## src/rtl/hb_pkg.sv

```systemverilog
// Shared definitions for the heartbeat transmitter: edge-mode encodings and FSM states.
package hb_pkg;

  localparam logic [1:0] EDGE_POS = 2'b01;
  localparam logic [1:0] EDGE_NEG = 2'b10;
  localparam logic [1:0] EDGE_ANY = 2'b11;

  typedef enum logic [1:0] {
    IDLE = 2'd0,
    RUN  = 2'd1,
    SKIP = 2'd2
  } hb_state_t;

  // Level the heartbeat line rests at when no edge or pulse is being driven.
  function automatic logic idle_level(input logic [1:0] edge_mode);
    return (edge_mode == EDGE_NEG);
  endfunction

endpackage

```

## src/rtl/hb_period_counter.sv

```systemverilog
// Period counter for the heartbeat transmitter: clamps the programmed period to
// at least 2 and strobes 'boundary' on the last cycle of each period.
module hb_period_counter #(
  parameter int unsigned CNT_WIDTH = 16
) (
  input  logic                 clk_i,
  input  logic                 rst_ni,
  input  logic                 clr_i,
  input  logic                 run_i,
  input  logic [CNT_WIDTH-1:0] period_i,
  output logic [CNT_WIDTH-1:0] period_eff_o,
  output logic [CNT_WIDTH-1:0] cnt_o,
  output logic                 boundary_o
);

  localparam logic [CNT_WIDTH-1:0] P_MIN = CNT_WIDTH'(2);

  logic [CNT_WIDTH-1:0] cnt_q, cnt_d;

  always_comb begin
    period_eff_o = (period_i < P_MIN) ? P_MIN : period_i;
    boundary_o   = run_i && (cnt_q >= (period_eff_o - 1'b1));
    cnt_d        = cnt_q;
    if (clr_i) begin
      cnt_d = '0;
    end else if (run_i) begin
      cnt_d = boundary_o ? '0 : cnt_q + 1'b1;
    end
  end

  always_ff @(posedge clk_i) begin
    if (!rst_ni) begin
      cnt_q <= '0;
    end else begin
      cnt_q <= cnt_d;
    end
  end

  assign cnt_o = cnt_q;

endmodule

```

## src/rtl/heartbeat_gen.sv

```systemverilog
// Heartbeat transmitter: drives a guaranteed edge (toggle or pulse) on 'hb' every
// programmed period, with optional suppression of N edges for monitor fault injection.
module heartbeat_gen #(
  parameter int unsigned CNT_WIDTH  = 16,
  parameter int unsigned SKIP_WIDTH = 4,
  parameter logic [1:0]  EDGE       = 2'b11,
  parameter int unsigned PULSE_W    = 1,
  parameter int unsigned PERIOD_RST = 16
) (
  input  logic                  clk,
  input  logic                  rst_n,
  input  logic                  en,
  input  logic                  cfg_valid,
  output logic                  cfg_ready,
  input  logic [CNT_WIDTH-1:0]  cfg_period,
  input  logic [SKIP_WIDTH-1:0] cfg_skip,
  output logic                  hb,
  output logic                  hb_edge,
  output logic                  skip_active
);

  import hb_pkg::*;

  localparam logic                 IDLE_LVL = idle_level(EDGE);
  localparam logic                 TOGGLE   = (EDGE == EDGE_ANY);
  localparam logic [CNT_WIDTH-1:0] PW       = CNT_WIDTH'(PULSE_W);

  hb_state_t             state_q, state_d;
  logic [CNT_WIDTH-1:0]  period_q, period_d;
  logic [CNT_WIDTH-1:0]  sh_period_q, sh_period_d;
  logic [SKIP_WIDTH-1:0] skip_cnt_q, skip_cnt_d;
  logic [SKIP_WIDTH-1:0] sh_skip_q, sh_skip_d;
  logic                  pend_q, pend_d;
  logic                  hb_q, hb_d;
  logic                  hb_edge_q, hb_edge_d;

  logic                  running;
  logic                  accept;
  logic                  boundary;
  logic [CNT_WIDTH-1:0]  cnt;
  logic [CNT_WIDTH-1:0]  period_eff;
  logic [CNT_WIDTH-1:0]  pw;

  assign running = (state_q != IDLE);
  assign accept  = cfg_valid && !pend_q;
  assign pw      = (PW < (period_eff - 1'b1)) ? PW : (period_eff - 1'b1);

  hb_period_counter #(
    .CNT_WIDTH (CNT_WIDTH)
  ) u_cnt (
    .clk_i        (clk),
    .rst_ni       (rst_n),
    .clr_i        (!running || !en),
    .run_i        (running),
    .period_i     (period_q),
    .period_eff_o (period_eff),
    .cnt_o        (cnt),
    .boundary_o   (boundary)
  );

  always_comb begin
    state_d     = state_q;
    period_d    = period_q;
    sh_period_d = sh_period_q;
    skip_cnt_d  = skip_cnt_q;
    sh_skip_d   = sh_skip_q;
    pend_d      = pend_q;
    hb_d        = hb_q;
    hb_edge_d   = 1'b0;

    case (state_q)
      IDLE: begin
        if (accept) begin
          period_d   = cfg_period;
          skip_cnt_d = cfg_skip;
        end
        if (en) begin
          state_d = (skip_cnt_d != '0) ? SKIP : RUN;
        end
      end
      default: begin
        if (!en) begin
          // Leaving: a shadowed or same-cycle config is not lost, it lands in IDLE.
          state_d    = IDLE;
          hb_d       = IDLE_LVL;
          pend_d     = 1'b0;
          skip_cnt_d = '0;
          if (accept) begin
            period_d   = cfg_period;
            skip_cnt_d = cfg_skip;
          end else if (pend_q) begin
            period_d   = sh_period_q;
            skip_cnt_d = sh_skip_q;
          end
        end else begin
          if (!TOGGLE && (hb_q != IDLE_LVL) && (cnt == (pw - 1'b1))) begin
            hb_d = IDLE_LVL;
          end
          if (boundary) begin
            if (skip_cnt_q == '0) begin
              hb_edge_d = 1'b1;
              hb_d      = TOGGLE ? !hb_q : !IDLE_LVL;
            end else begin
              skip_cnt_d = skip_cnt_q - 1'b1;
            end
            if (pend_q) begin
              period_d   = sh_period_q;
              skip_cnt_d = sh_skip_q;
              pend_d     = 1'b0;
            end
          end
          if (accept) begin
            pend_d      = 1'b1;
            sh_period_d = cfg_period;
            sh_skip_d   = cfg_skip;
          end
          state_d = (skip_cnt_d != '0) ? SKIP : RUN;
        end
      end
    endcase
  end

  always_ff @(posedge clk) begin
    if (!rst_n) begin
      state_q     <= IDLE;
      period_q    <= CNT_WIDTH'(PERIOD_RST);
      sh_period_q <= '0;
      skip_cnt_q  <= '0;
      sh_skip_q   <= '0;
      pend_q      <= 1'b0;
      hb_q        <= IDLE_LVL;
      hb_edge_q   <= 1'b0;
    end else begin
      state_q     <= state_d;
      period_q    <= period_d;
      sh_period_q <= sh_period_d;
      skip_cnt_q  <= skip_cnt_d;
      sh_skip_q   <= sh_skip_d;
      pend_q      <= pend_d;
      hb_q        <= hb_d;
      hb_edge_q   <= hb_edge_d;
    end
  end

  assign hb          = hb_q;
  assign hb_edge     = hb_edge_q;
  assign skip_active = (state_q == SKIP);
  assign cfg_ready   = !pend_q;

endmodule

```

## config.mk

```make
export PLATFORM = sky130hd
export DESIGN_NAME = heartbeat_gen
export DESIGN_NICKNAME = d
export VERILOG_FILES = /design/src/rtl/hb_pkg.sv /design/src/rtl/hb_period_counter.sv /design/src/rtl/heartbeat_gen.sv
export SDC_FILE = /design/constraint.sdc
export NUM_CORES = 1
export LEC_CHECK = 0
export BUFFER_PORTS_ARGS = -buffer_cell sky130_fd_sc_hd__buf_2
export CAP_MARGIN = 20
export CORE_MARGIN = 2
export CORE_UTILIZATION = 52
export CTS_CLUSTER_DIAMETER = 200
export DETAILED_ROUTE_END_ITERATION = 12
export GPL_TIMING_DRIVEN = 0
export PLACE_DENSITY = 0.78
export SLEW_MARGIN = 25
export SYNTH_ARGS = -nofsm -noshare
export SYNTH_HDL_FRONTEND = slang
export SYNTH_HIERARCHICAL = 1
export SYNTH_SLANG_ARGS = --single-unit
```

## constraint.sdc

```tcl
create_clock -name clk -period 4.3 [get_ports clk]
set_clock_uncertainty 0.15 [all_clocks]
set_input_delay 0.215 -clock clk [delete_from_list [all_inputs] [get_ports clk]]
set_output_delay 0.215 -clock clk [all_outputs]
set_load 0.1 [all_outputs]
```

# After elaboration in Yosys (flattened, before gate mapping)
# Cells that the tools add are included.
# totals
elab_cells	74
ff_bits	61
# op_classes
add_sub_neg	3
magnitude_cmp	2
bitwise_logic	4
n_mux	31
reduce_logical	18
eq_ne	7
# ops
cell	n
16-bit two-way mux	8
4-bit two-way mux	11
16-bit by 1-bit adder with 16-bit output (second input constant)	1
16-bit greater-or-equal comparator	1
16-bit by 2-bit less-than comparator with 1-bit output (second input constant)	1
16-bit by 1-bit subtractor with 16-bit output (second input constant)	1
2-bit two-way mux	5
4-bit nonzero test	2
1-bit two-way mux	7
3-bit by 1-bit inequality test with 1-bit output (second input constant)	2
3-bit AND reduction	2
1-bit zero test	4
4-bit zero test	1
2-bit by 1-bit inequality test with 1-bit output (second input constant)	2
2-bit inequality test (second input constant)	2
1-bit NOT	4
2-bit AND reduction	2
4-bit OR reduction	1
4-bit by 1-bit subtractor with 4-bit output (second input constant)	1
2-bit equality test (second input constant)	1
1-bit logical AND	2
2-bit zero test	1
2-bit nonzero test	1
2-bit OR reduction	1
1-bit logical OR	1

# Logic depth before layout (Yosys ltp)
# depth
ltp_word	12
ltp_mapped	18
mapped_depth_nobuf	17

# Hierarchy
# The synthesis kept the hierarchy.
# by_module_without_submodules
module	cells_per_inst	seq_area_each_um2	instances	area_each_um2
heartbeat_gen	277	900.9	1	2323.5
hb_period_counter	180	320.3	1	1477.7

# Worst setup path after synthesis
# No wires, ideal clock.
# synth_timing
path_type	reg-to-reg
from	reg period_q[12]
to	reg skip_cnt_q[0]
setup_slack_ps	77
synth_period_minus_slack_ps	4223
path_stages_with_launch	18
arrival_ps	3951
setup_time_ps	122
cell_sequence	dfxtp_1 -> nor3_1 -> nand4_1 -> o31ai_1 -> ha_1 -> nand2_1 -> nor3b_1 -> xnor2_1 -> ha_1 -> nand4_1 -> nor4_2 -> a32oi_2 -> a31oi_1 -> buf_2 -> nand2_1 -> mux2i_1 -> a21oi_1 -> o311a_1
# synth_via
elab_chain_cells	10
# synth_lines
item	line	rtl
start, declared	heartbeat_gen.sv:29	logic [CNT_WIDTH-1:0] period_q, period_d;
start signal, assigned	heartbeat_gen.sv:126	period_q <= CNT_WIDTH'(PERIOD_RST);
start signal, assigned	heartbeat_gen.sv:135	period_q <= period_d;
16-bit by 2-bit less-than comparator with 1-bit output	hb_period_counter.sv:21	period_eff_o = (period_i < P_MIN) ? P_MIN : period_i;
16-bit two-way mux *	hb_period_counter.sv:21	
16-bit by 1-bit subtractor with 16-bit output *	hb_period_counter.sv:22	boundary_o = run_i && (cnt_q >= (period_eff_o - 1'b1));
16-bit greater-or-equal comparator *	hb_period_counter.sv:22	
1-bit logical AND *	hb_period_counter.sv:22	
named net boundary	heartbeat_gen.sv:39	logic boundary;
4-bit two-way mux *	heartbeat_gen.sv:99	if (boundary) begin
4-bit two-way mux *	heartbeat_gen.sv:82	if (!en) begin
4-bit two-way mux *	heartbeat_gen.sv:71	case (state_q)
4-bit two-way mux *	heartbeat_gen.sv:82	
4-bit two-way mux *	heartbeat_gen.sv:71	
end signal, assigned	heartbeat_gen.sv:137	skip_cnt_q <= skip_cnt_d;
end, declared	heartbeat_gen.sv:31	logic [SKIP_WIDTH-1:0] skip_cnt_q, skip_cnt_d;
# The timed path passes the listed nets; every way through them passes the cells marked *. The select of a mux whose other input is x is not followed.
# A chain may end at the register's enable or synchronous reset.

# Final worst setup path
# layout_timing
from	reg period_q[5]
to	reg state_q[1]
# layout_via
elab_chain_cells	12
# layout_lines
item	line	rtl
16-bit by 2-bit less-than comparator with 1-bit output	hb_period_counter.sv:21	
16-bit two-way mux *	hb_period_counter.sv:21	
16-bit by 1-bit subtractor with 16-bit output *	hb_period_counter.sv:22	
16-bit greater-or-equal comparator *	hb_period_counter.sv:22	
1-bit logical AND *	hb_period_counter.sv:22	
named net boundary	heartbeat_gen.sv:39	
4-bit two-way mux *	heartbeat_gen.sv:99	
4-bit two-way mux *	heartbeat_gen.sv:82	
4-bit two-way mux *	heartbeat_gen.sv:71	
4-bit nonzero test *	heartbeat_gen.sv:117	state_d = (skip_cnt_d != '0) ? SKIP : RUN;
2-bit two-way mux *	heartbeat_gen.sv:117	
2-bit two-way mux *	heartbeat_gen.sv:82	
2-bit two-way mux *	heartbeat_gen.sv:71	
end signal, assigned	heartbeat_gen.sv:134	state_q <= state_d;
end, declared	heartbeat_gen.sv:28	hb_state_t state_q, state_d;
# Marked as above.

==> results.ini <==
[outcome]
status=finished clean

[sta]
period_needed_ns=4.151
relSlewSlack=0.3573
drv_slew=0
rsz0062_at_grt=yes
fmax_ghz=0.2409
finalHoldViolCount=0
worstMarginPinSlew_ns=0.9539
setup_viol=0
fin_crit_sh=0.9654

[route]
num_vias=3537
viasPerCell=5.751
wirelength_microns=9568
wl_per_cell_microns=15.56
first_pass_iters=5
ant_nets=0
drcViolationCount=0
drt_iter0_markers=166

[place]
dp_cells=564
hpwl_microns=6454
port_buffers=27
gp_congestion=0.8986

[power]
power.leakage_nw=1.891
peakVddDrop_mv=0.2858
power_mw=1.666
power_density_mw_per_mm2=359.1

[cts]
clock_latency_ns=0.35
cts_tree=built
path_clk_slew_ns=0.08
cts_made_buffers=9
clockRootBuffer=clkbuf_8
clkSinkCount=61
htree_levels=3
clock_path_buffers=2

[floorplan]
die_h_microns=88.82
num_rows=30
start_util=0.5446
die_w_microns=88.82
die_area_sq_mm=0.007889
io_pins=28
core_area_sq_mm=0.006869

[grt]
grt.total_usage=0.2502
antenna_found_initial=0
grt-ovfl-total=0
grt_pass1_vias=3225
grt_max_degree=14
grt_pass1_wl_microns=15350

[synth]
syn-num-nets=484
synth_cells=441
yosysWarnings=6
syn_area_per_cell_sq_um=8.483
syn_area_sq_mm=0.003741

[cells_and_area]
stdcell_count=615
drive_above_1_share=0.2505
diodes=0
nets=557
areaGrowthSynthToFinish_pct=24.05

[critical_path]
worstSetupStartpointType=flop
crit_path_end_kind=flop
setup.worst_path.class=flop to flop
critPathRequiredTime_ns=4.39
crit_arrival_ns=4.25
crit_fanout=7
reg2reg_depth=20

[worst_hold_path]
hold_class=input port to flop
min_delay_path_depth=4

[job]
max-cap-violations=0

critical path, stage by stage (launching register included):
cell	delay, ns
dfxtp_1	0.51
nor4_2	0.06
nand4_1	0.17
buf_4	0.15
nor2_1	0.04
nor2_1	0.22
ha_4	0.20
nand2_4	0.07
nor3b_2	0.19
xnor2_1	0.17
ha_1	0.27
nand4_1	0.19
buf_4	0.16
nor3_4	0.04
nor3_4	0.26
a31oi_4	0.18
buf_6	0.17
and3_4	0.18
a311oi_2	0.18
nand4b_1	0.19
o2111a_1	0.28
worst paths after layout:
check                                     from             end  slack [ns]
worst max-delay path               period_q[5]      state_q[1]        0.15
worst min-delay path                        en    sh_skip_q[3]        0.17
worst max register to register     period_q[5]      state_q[1]        0.15
worst min register to register  sh_period_q[6]  sh_period_q[6]        0.31
metal layers:
metal  wire length [microns]  track usage  up-vias
met5                       0            0        -
met4                     213      0.09091        0
met3                     445      0.05410       21
met2                    4483       0.4077      103
met1                    4425       0.3259     1686
li1                        -            -     1727
cells in the final DEF (no fill, tap or decap), drive strengths merged, types with 8 or more instances in the layout:
master       count
buf             56
nand3            8
nand2           62
a21oi           43
o21ai           26
o211a           15
nor2            44
a21boi          10
nand4           10
clkbuf          18
dlygate4sd3     21
nor3            14
xor2            15
xnor2           11
ha              19
nor2b            9
inv             10
dfxtp           61
stage by stage:
step / hold WS (ns) / setup WS [ns] / setup TNS (ns) / instance area [sq um] / utilization
after floorplan: 0.2010 / 0.1492 / 0 / 3741 / -
after detailed placement: 0.2993 / -0.7271 / -14.74 / 3996 / 0.5818
final: 0.1670 / 0.1488 / 0 / 4641 / 0.6756
after global routing: 0.2260 / -0.04291 / -0.2980 / 4641 / 0.6756
after global placement: 0.2935 / -0.6793 / -13.91 / 3996 / 0.5818
after CTS: 0.1522 / 0.01821 / 0 / 4452 / 0.6481
state kept, by name, summed over array words and instances, names as in the netlist:
| register | cells |
|---|---|
| pend_q | 1 |
| period_q | 16 |
| sh_skip_q | 4 |
| hb | 1 |
| hb_edge | 1 |
| u_cnt/cnt_o | 16 |
| skip_cnt_q | 4 |
| sh_period_q | 16 |
| state_q | 2 |
report_power, final:
| part | total (mW) | switching (mW) | internal (mW) |
|---|---|---|---|
| Clock | 0.478 | 0.262 | 0.216 |
| Sequential | 0.660 | 0.0536 | 0.606 |
| Combinational | 0.529 | 0.295 | 0.234 |
| Total | 1.67 | 0.611 | 1.06 |
cell type report:
cell class	instances	area [sq um]
Multi-Input combinational cell	349	2489
Sequential cell	61	1229
Clock inverter	7	55.05
Timing Repair Buffer	61	446.7
Fill cell	534	2228
Clock buffer	9	123.9
Inverter	7	28.78
Buffer	25	148.9
Tap cell	96	120.1
what timing repair did:
action	CTS	global route
gates resized for setup	9	23
setup buffers	3	10
hold endpoints to repair	21	0
hold buffers	21	0
setup endpoints to repair	25	23
pin swaps	2	17
gates cloned	0	1
Note: power is estimated with default switching activity, not from simulation.
